<file path="src/rtl/pipe_ctrl_pkg.sv">
// Shared state encoding and default timing constants for the pipeline sequencer.
package pipe_ctrl_pkg;

    localparam int unsigned STATE_W             = 3;
    localparam int unsigned CNT_W               = 10;
    localparam int unsigned RST_PIPE_CYCLES_DEF = 2;
    localparam int unsigned DC_TIMEOUT_DEF      = 255;

    typedef enum logic [STATE_W-1:0] {
        IDLE   = 3'd0,
        LDUSE  = 3'd1,
        DCWAIT = 3'd2,
        DCFIN  = 3'd3,
        FLUSH  = 3'd4
    } ctrl_state_e;

endpackage

</file>
<file path="src/rtl/stall_delay_line.sv">
// Two-deep history of a stall level plus a first-cycle pulse derived from flops only.
module stall_delay_line (
    input  logic clk,
    input  logic rst,
    input  logic stall,
    output logic stall_dly,
    output logic stall_dly2,
    output logic stall_1shot
);

    // Shift the stall level through two flops; only the core reset clears them.
    always_ff @(posedge clk or posedge rst) begin
        if (rst) begin
            stall_dly  <= 1'b0;
            stall_dly2 <= 1'b0;
        end else begin
            stall_dly  <= stall;
            stall_dly2 <= stall_dly;
        end
    end

    // Both operands are registered, so the pulse cannot glitch.
    assign stall_1shot = stall & ~stall_dly;

endmodule

</file>
<file path="src/rtl/pipe_stall_ctrl.sv">
// Central stall/flush sequencer: D-cache freeze, load-use bubble, pipeline flush, cache watchdog.
module pipe_stall_ctrl
    import pipe_ctrl_pkg::*;
#(
    parameter int unsigned RST_PIPE_CYCLES = RST_PIPE_CYCLES_DEF,
    parameter int unsigned DC_TIMEOUT      = DC_TIMEOUT_DEF
) (
    input  logic               clk,
    input  logic               rst,
    input  logic               dc_miss,
    input  logic               dc_stall_fin,
    input  logic               ld_use_hzd,
    input  logic               jmp_purge_ex,
    input  logic               flush_req,
    output logic               stall,
    output logic               stall_1shot,
    output logic               stall_dly,
    output logic               stall_dly2,
    output logic               stall_id,
    output logic               rst_pipe,
    output logic               dc_timeout_err,
    output logic [STATE_W-1:0] ctrl_state
);

    localparam logic [CNT_W-1:0] FLUSH_LOAD = CNT_W'(RST_PIPE_CYCLES - 1);
    localparam logic [CNT_W-1:0] WD_LAST    = CNT_W'(DC_TIMEOUT - 1);

    ctrl_state_e      state_q, state_d;
    logic [CNT_W-1:0] cnt_q, cnt_d;
    logic             flush_pend_q, flush_pend_d;
    logic             err_q, err_d;
    logic             stall_q;
    logic             rst_pipe_q;

    // State, counter, pending-flush and output registers.
    always_ff @(posedge clk or posedge rst) begin
        if (rst) begin
            state_q      <= IDLE;
            cnt_q        <= '0;
            flush_pend_q <= 1'b0;
            err_q        <= 1'b0;
            stall_q      <= 1'b0;
            rst_pipe_q   <= 1'b0;
        end else begin
            state_q      <= state_d;
            cnt_q        <= cnt_d;
            flush_pend_q <= flush_pend_d;
            err_q        <= err_d;
            stall_q      <= (state_d == DCWAIT);
            rst_pipe_q   <= (state_d == FLUSH);
        end
    end

    // Next-state, counter and load-use bubble decode.
    always_comb begin
        state_d      = state_q;
        cnt_d        = cnt_q;
        flush_pend_d = flush_pend_q;
        err_d        = err_q;
        stall_id     = 1'b0;

        case (state_q)
            IDLE: begin
                if (flush_req) begin
                    state_d = FLUSH;
                    cnt_d   = FLUSH_LOAD;
                end else if (dc_miss) begin
                    state_d = DCWAIT;
                    cnt_d   = '0;
                end else if (ld_use_hzd && !jmp_purge_ex) begin
                    state_d  = LDUSE;
                    stall_id = 1'b1;
                end
            end

            // Single bubble cycle; a still-present hazard is the same one.
            LDUSE: begin
                if (flush_req) begin
                    state_d = FLUSH;
                    cnt_d   = FLUSH_LOAD;
                end else if (dc_miss) begin
                    state_d = DCWAIT;
                    cnt_d   = '0;
                end else begin
                    state_d = IDLE;
                end
            end

            // Flush requests are parked until the fill completes; fill completion beats timeout.
            DCWAIT: begin
                if (flush_req) begin
                    flush_pend_d = 1'b1;
                end
                if (dc_stall_fin) begin
                    state_d = DCFIN;
                end else if (cnt_q == WD_LAST) begin
                    err_d        = 1'b1;
                    state_d      = FLUSH;
                    cnt_d        = FLUSH_LOAD;
                    flush_pend_d = 1'b0;
                end else begin
                    cnt_d = cnt_q + CNT_W'(1);
                end
            end

            // Release cycle while the MA instruction retires; dc_miss is stale here.
            DCFIN: begin
                if (flush_pend_q || flush_req) begin
                    state_d      = FLUSH;
                    cnt_d        = FLUSH_LOAD;
                    flush_pend_d = 1'b0;
                end else begin
                    state_d = IDLE;
                end
            end

            // Hold rst_pipe; a repeated request restarts the count.
            FLUSH: begin
                if (flush_req) begin
                    cnt_d = FLUSH_LOAD;
                end else if (cnt_q == '0) begin
                    state_d = IDLE;
                end else begin
                    cnt_d = cnt_q - CNT_W'(1);
                end
            end

            default: begin
                state_d = IDLE;
            end
        endcase
    end

    assign stall          = stall_q;
    assign rst_pipe       = rst_pipe_q;
    assign dc_timeout_err = err_q;
    assign ctrl_state     = state_q;

    // Delayed stall views consumed by EX rollback logic.
    stall_delay_line u_stall_delay_line (
        .clk         (clk),
        .rst         (rst),
        .stall       (stall_q),
        .stall_dly   (stall_dly),
        .stall_dly2  (stall_dly2),
        .stall_1shot (stall_1shot)
    );

endmodule

</file>
<file path="config.mk">
export PLATFORM = sky130hd
export DESIGN_NAME = pipe_stall_ctrl
export DESIGN_NICKNAME = d
export VERILOG_FILES = /design/src/rtl/pipe_ctrl_pkg.sv /design/src/rtl/stall_delay_line.sv /design/src/rtl/pipe_stall_ctrl.sv
export SDC_FILE = /design/constraint.sdc
export NUM_CORES = 1
export LEC_CHECK = 0
export CAP_MARGIN = 20
export CORE_UTILIZATION = 40
export DETAILED_ROUTE_END_ITERATION = 10
export GPL_ROUTABILITY_DRIVEN = 0
export MAX_ROUTING_LAYER = met4
export PLACE_DENSITY_LB_ADDON = 0.15
export SETUP_SLACK_MARGIN = 0.3
export SYNTH_ARGS = -nofsm -noshare
export SYNTH_HDL_FRONTEND = slang
export SYNTH_SLANG_ARGS = --single-unit
export TNS_END_PERCENT = 30
</file>
<file path="constraint.sdc">
create_clock -name clk -period 3.8 [get_ports clk]
set_clock_uncertainty 0.05 [all_clocks]
set_input_delay 1.14 -clock clk [delete_from_list [all_inputs] [get_ports clk]]
set_output_delay 1.14 -clock clk [all_outputs]
set_load 0.02 [all_outputs]
</file>
==> Yosys cells after proc, flatten, opt, wreduce, memory -nomap -nowiden <==
Cells that the tools add are included.
{ "totals": {"regBits": 19, "latchBits": 0, "ramBits": 0, "mem_bits_ro": 0, "inputBits": 7, "elab_cells": 63, "memories": 0} }
{ "op_classes": {"addsub": 2, "mul": 0, "div_mod_pow": 0, "order_cmp": 0, "n_eq_ne": 11, "n_shift": 0, "muxes": 28, "n_bitwise": 3, "n_reduce_logical": 11} }
{ "ops": {"columns": ["op", "count"], "rows": [
  ["$mux 10", 7],
  ["$pmux 10 s4", 1],
  ["$mux 3", 9],
  ["$pmux 3 s5", 1],
  ["$add 10x1->10 const B", 1],
  ["$eq 10x8->1 const B", 1],
  ["$logic_not 10->1", 1],
  ["$sub 10x1->10 const B", 1],
  ["$eq 3x2->1 const B", 3],
  ["$mux 1", 8],
  ["$eq 3x3->1 const B", 2],
  ["$reduce_and 5->1", 1],
  ["$ne 2x2->1 const B", 2],
  ["$reduce_bool 4->1", 1],
  ["$eq 3x1->1 const B", 1],
  ["$logic_not 3->1", 1],
  ["$ne 3x1->1 const B", 1],
  ["$ne 3x3->1 const B", 1],
  ["$reduce_and 3->1", 1],
  ["$mux 2", 1],
  ["$not 1->1", 2],
  ["$pmux 1 s2", 1],
  ["$reduce_and 2->1", 1],
  ["$reduce_bool 2->1", 1],
  ["other kinds (5)", 5]
]} }

==> Longest topological paths before layout <==
{ "depth": {"ltp_word": 7, "depth_mapped": 7, "depth_no_buf": 7} }

==> Modules after synthesis <==
From an unflattened synthesis, not the netlist that was laid out.
{ "hier_totals": {"cells_unflattened": 161, "area_unflattened_um2": 1357.6} }
{ "modules_own_cells": {"columns": ["module", "instances", "cells_per_inst", "area_each_um2", "seq_area_each_um2"], "rows": [
  ["pipe_stall_ctrl", 1, 157, 1290.0, 425.4],
  ["stall_delay_line", 1, 4, 67.6, 50.0]
]} }

==> Worst setup path before layout <==
No wires, ideal clock.
{ "synth_timing": {"path_kind": "input port to output port", "startpoint": "input port flush_req", "endpoint": "output port stall_id", "arrival_time_ns": 2.262, "required_ns": 2.610, "path_slack_ns": 0.348, "cell_stages": 4, "cell_sequence": "buf_2 -> nor2_1 -> nand2_1 -> nor4b_1"} }
{ "synth_via": {"elab_chain_len": 2} }
{ "synth_lines": {"columns": ["element", "line", "text"], "rows": [
  ["from (decl)", "pipe_stall_ctrl.sv:14", "input logic flush_req,"],
  ["$mux 1", "pipe_stall_ctrl.sv:64", "if (flush_req) begin"],
  ["$mux 1", "pipe_stall_ctrl.sv:62", "case (state_q)"],
  ["to (decl)", "pipe_stall_ctrl.sv:19", "output logic stall_id,"]
]} }
No other way between the ends.

==> Worst setup path in the final report <==
{ "layout_timing": {"startpoint": "input port dc_miss", "endpoint": "output port stall_id"} }
{ "layout_via": {"elab_chain_len": 3} }
{ "layout_lines": {"columns": ["element", "line", "text"], "rows": [
  ["from (decl)", "pipe_stall_ctrl.sv:10", "input logic dc_miss,"],
  ["$mux 1", "pipe_stall_ctrl.sv:67", "end else if (dc_miss) begin"],
  ["$mux 1", "pipe_stall_ctrl.sv:64", null],
  ["$mux 1", "pipe_stall_ctrl.sv:62", null]
]} }
No other way between the ends.

==> flow_summary.yaml <==
power:
  leakage_nw: 0.723
  power.density_nw_per_um2: 778
  pwr-share-seq_pct: 29.6
  ir_drop_mv: 0.343
  combPwrFrac_pct: 59.8
  power.switching_uw: 666
  clkPwrFrac_pct: 10.6
  power.total_mw: 1.37
  sw_frac_of_total_pct: 48.7
  internal-power_uw: 702
global_routing:
  grt_pass1_vias: 1390
  grt_max_degree: 20
  grt_pass1_wl_um: 6760
  overflow: 0
  antenna_found_initial: 0
  grt_usage_pct: 21.8
place:
  dp_hpwl_um: 2790
  place_area_um2: 1690
  io_buffer_count: 16
  dp_slack_ns: -0.224
worst_setup_path:
  slowest_stage: "clkdlybuf4s50_1"
  critPathBufInv: 2
  cp-start-kind: "input pin"
  required_ns: 2.61
  crit_path_max_fanout: 2
  worstSetupEndpointType: "output pin"
  crit_family: "buffers and inverters"
  path_class: "in2out"
  arrival_ns: 2.10
  slowest_delay_ns: 0.46
  crit_chain: "clkdlybuf4s50_1, nor4b_4, buf_4"
yosys:
  yosys-top-cells-area: "dfrtp_1, ha_1, nand2_1"
  synth_area_um2: 1500
  syn-instance-count: 167
  avgSynthCellArea_um2: 8.96
  yosysMostFrequentCell: "dfrtp_1"
  yosysWarnings: 0
  synth-edff-count: 0
  synth_cell_types: 57
  yosysSeqAreaShare_pct: 31.8
  yosys.area.top_type: "dfrtp_1"
  synthTopCellsByCount: "dfrtp_1, nand2_1, nor2_1"
  syn_nets: 178
  ys.flop_type: "dfrtp_1"
  ys_ff_latch: 19
  synth_top_area_share_pct: 31.8
  async_flop_share_pct: 100
final_layout:
  num_antenna_cells: 0
  area_growth_pct: 17.5
  fillers: 336
  drive_gt1_share_pct: 17.6
  postLayoutCellArea_um2: 1760
  nets: 194
timing:
  timing.fmax_ghz: 0.304
  period_share_pct: 86.5
  post-route-min-period_ns: 3.29
  worst_slew_pin_slew_ns: 0.770
  rsz0062_at_grt: "no"
  layout_setup_ws_ns: 0.511
  maxSlewHeadroom_pct: 48.6
  finalHoldViolations: 0
  setup_tns_ns: 0
  setup_viol: 0
  drv_slew: 0
routing:
  wire_per_inst_um: 16.7
  drt-vias-per-instance: 6.06
  drt_iter0_drc: 188
  wirelength_um: 3810
  met1_length_um: 1700
  top_layer: "met4"
  routed-wl-met3_um: 240
  drc: 0
  via_count: 1382
  wl_met2_um: 1810
  antenna_left: 0
  first_pass_iters: 4
die:
  placementRows: 21
  num_io_pins: 17
  die_h_um: 63.2
  die_w_um: 63.2
  dieArea_um2: 3990
  initial_core_util_pct: 43.1
  coreArea_um2: 3470
run_status:
  status: "completed"
clocking:
  cts_hold_buf: 0
  clockBufferDepth: 2
  cts.sinks: 19
  cts-htree-levels: 1
  cts_tree: "built"
  cts_root_buf: "clkbuf_8"
  clk_latency_ns: 0.26
  numCtsBuffers: 3
  clkTransAtPathRegs_ns: 0.08
job:
  drv_cap: 0
min_path:
  min_path_type: "reg2reg"
-- registers in the layout, summed over array words and instances (netlist names) --
| register | flops |
|---|---|
| cnt_q | 10 |
| ctrl_state | 3 |
| dc_timeout_err | 1 |
| flush_pend_q | 1 |
| rst_pipe | 1 |
| stall | 1 |
| u_stall_delay_line.stall_dly | 1 |
| u_stall_delay_line.stall_dly2 | 1 |
-- layout by cell type (no fill, tap or decap), drive strengths merged, types with 2 or more instances in the layout --
cell            n
clkbuf          3
dfrtp          19
or3b            3
a31oi           5
nor4            7
a221o           4
o31a            2
a21oi           7
ha              4
nor2b           2
nand2b          2
inv             9
nor3            9
or2             4
o21ai          10
o2bb2ai         2
nand2          13
clkdlybuf4s50  14
o31ai           4
buf             7
nand4           3
or3             6
nor2           13
xnor2           3
nand3           2
o32ai           3
-- area by class of cell --
type | count | area (µm²) | share of cell area (%)
Tap cell | 46 | 57.6 | 3.27
Inverter | 9 | 33.8 | 1.92
Clock inverter | 1 | 5.00 | 0.285
Clock buffer | 3 | 41.3 | 2.35
Sequential cell | 19 | 475 | 27.0
Timing Repair Buffer | 22 | 205 | 11.7
Multi-Input combinational cell | 128 | 940 | 53.5
-- power by group through the flow --
stage          combinational [mW]  sequential, mW  clock (mW)
2_1_floorplan               0.626           0.377           0
3_3_place_gp                0.792           0.403           0
3_5_place_dp                0.801           0.405           0
4_1_cts                     0.805           0.401       0.151
5_1_grt                     0.892           0.424       0.159
6_report                    0.818           0.404       0.145
-- final timing paths --
check | depth (start not counted) | start | endpoint | slack (ns)
max in group asynchronous | 2 | rst | cnt_q[3]$_DFFE_PP0P_ | 1.95
worst min-delay path | 0 | stall$_DFF_PP0_ | u_stall_delay_line.stall_dly$_DFF_PP0_ | 0.35
worst min register to register | 0 | stall$_DFF_PP0_ | u_stall_delay_line.stall_dly$_DFF_PP0_ | 0.35
min in group asynchronous | 2 | rst | cnt_q[7]$_DFFE_PP0P_ | 1.26
worst max-delay path | 3 | dc_miss | stall_id | 0.51
worst max register to register | 7 | cnt_q[0]$_DFFE_PP0P_ | cnt_q[9]$_DFFE_PP0P_ | 1.53
-- what timing repair did --
| action | 4_1_cts | 5_1_grt |
|---|---|---|
| gates resized for setup | 6 | 4 |
| setup endpoints to repair | 1 | 1 |
| gates cloned | 0 | 0 |
| setup buffers | 0 | 1 |
| pin swaps | 0 | 2 |
-- kinds of logic (layout without fill, tap and decap cells) --
kind of cell / after synthesis / count (layout) / share of synthesized area (%)
compound gates: 47 / 47 / 24.6
flops: 19 / 19 / 31.8
buf+inv: 20 / 35 / 6.60
simple gates: 71 / 71 / 29.9
fa+ha+maj: 4 / 4 / 3.34
mux: 2 / 2 / 1.42
xor+xnor: 4 / 4 / 2.34
-- per-stage QoR --
| step | util, % | instances | hold slack, ns |
|---|---|---|---|
| 2_1_floorplan | - | 167 | 0.456 |
| 3_3_place_gp | 48.6 | 223 | 0.324 |
| 3_5_place_dp | 48.6 | 223 | 0.338 |
| 4_1_cts | 50.0 | 227 | 0.356 |
| 5_1_grt | 50.7 | 228 | 0.371 |
| 6_report | 50.7 | 228 | 0.351 |
-- layer usage --
metal,vias up,track usage [%]
met2,49,33.5
li1,664,-
met4,0,6.98
met5,-,-
met3,6,3.99
met1,663,28.7
No activity file was read; power rests on OpenSTA's default activity.
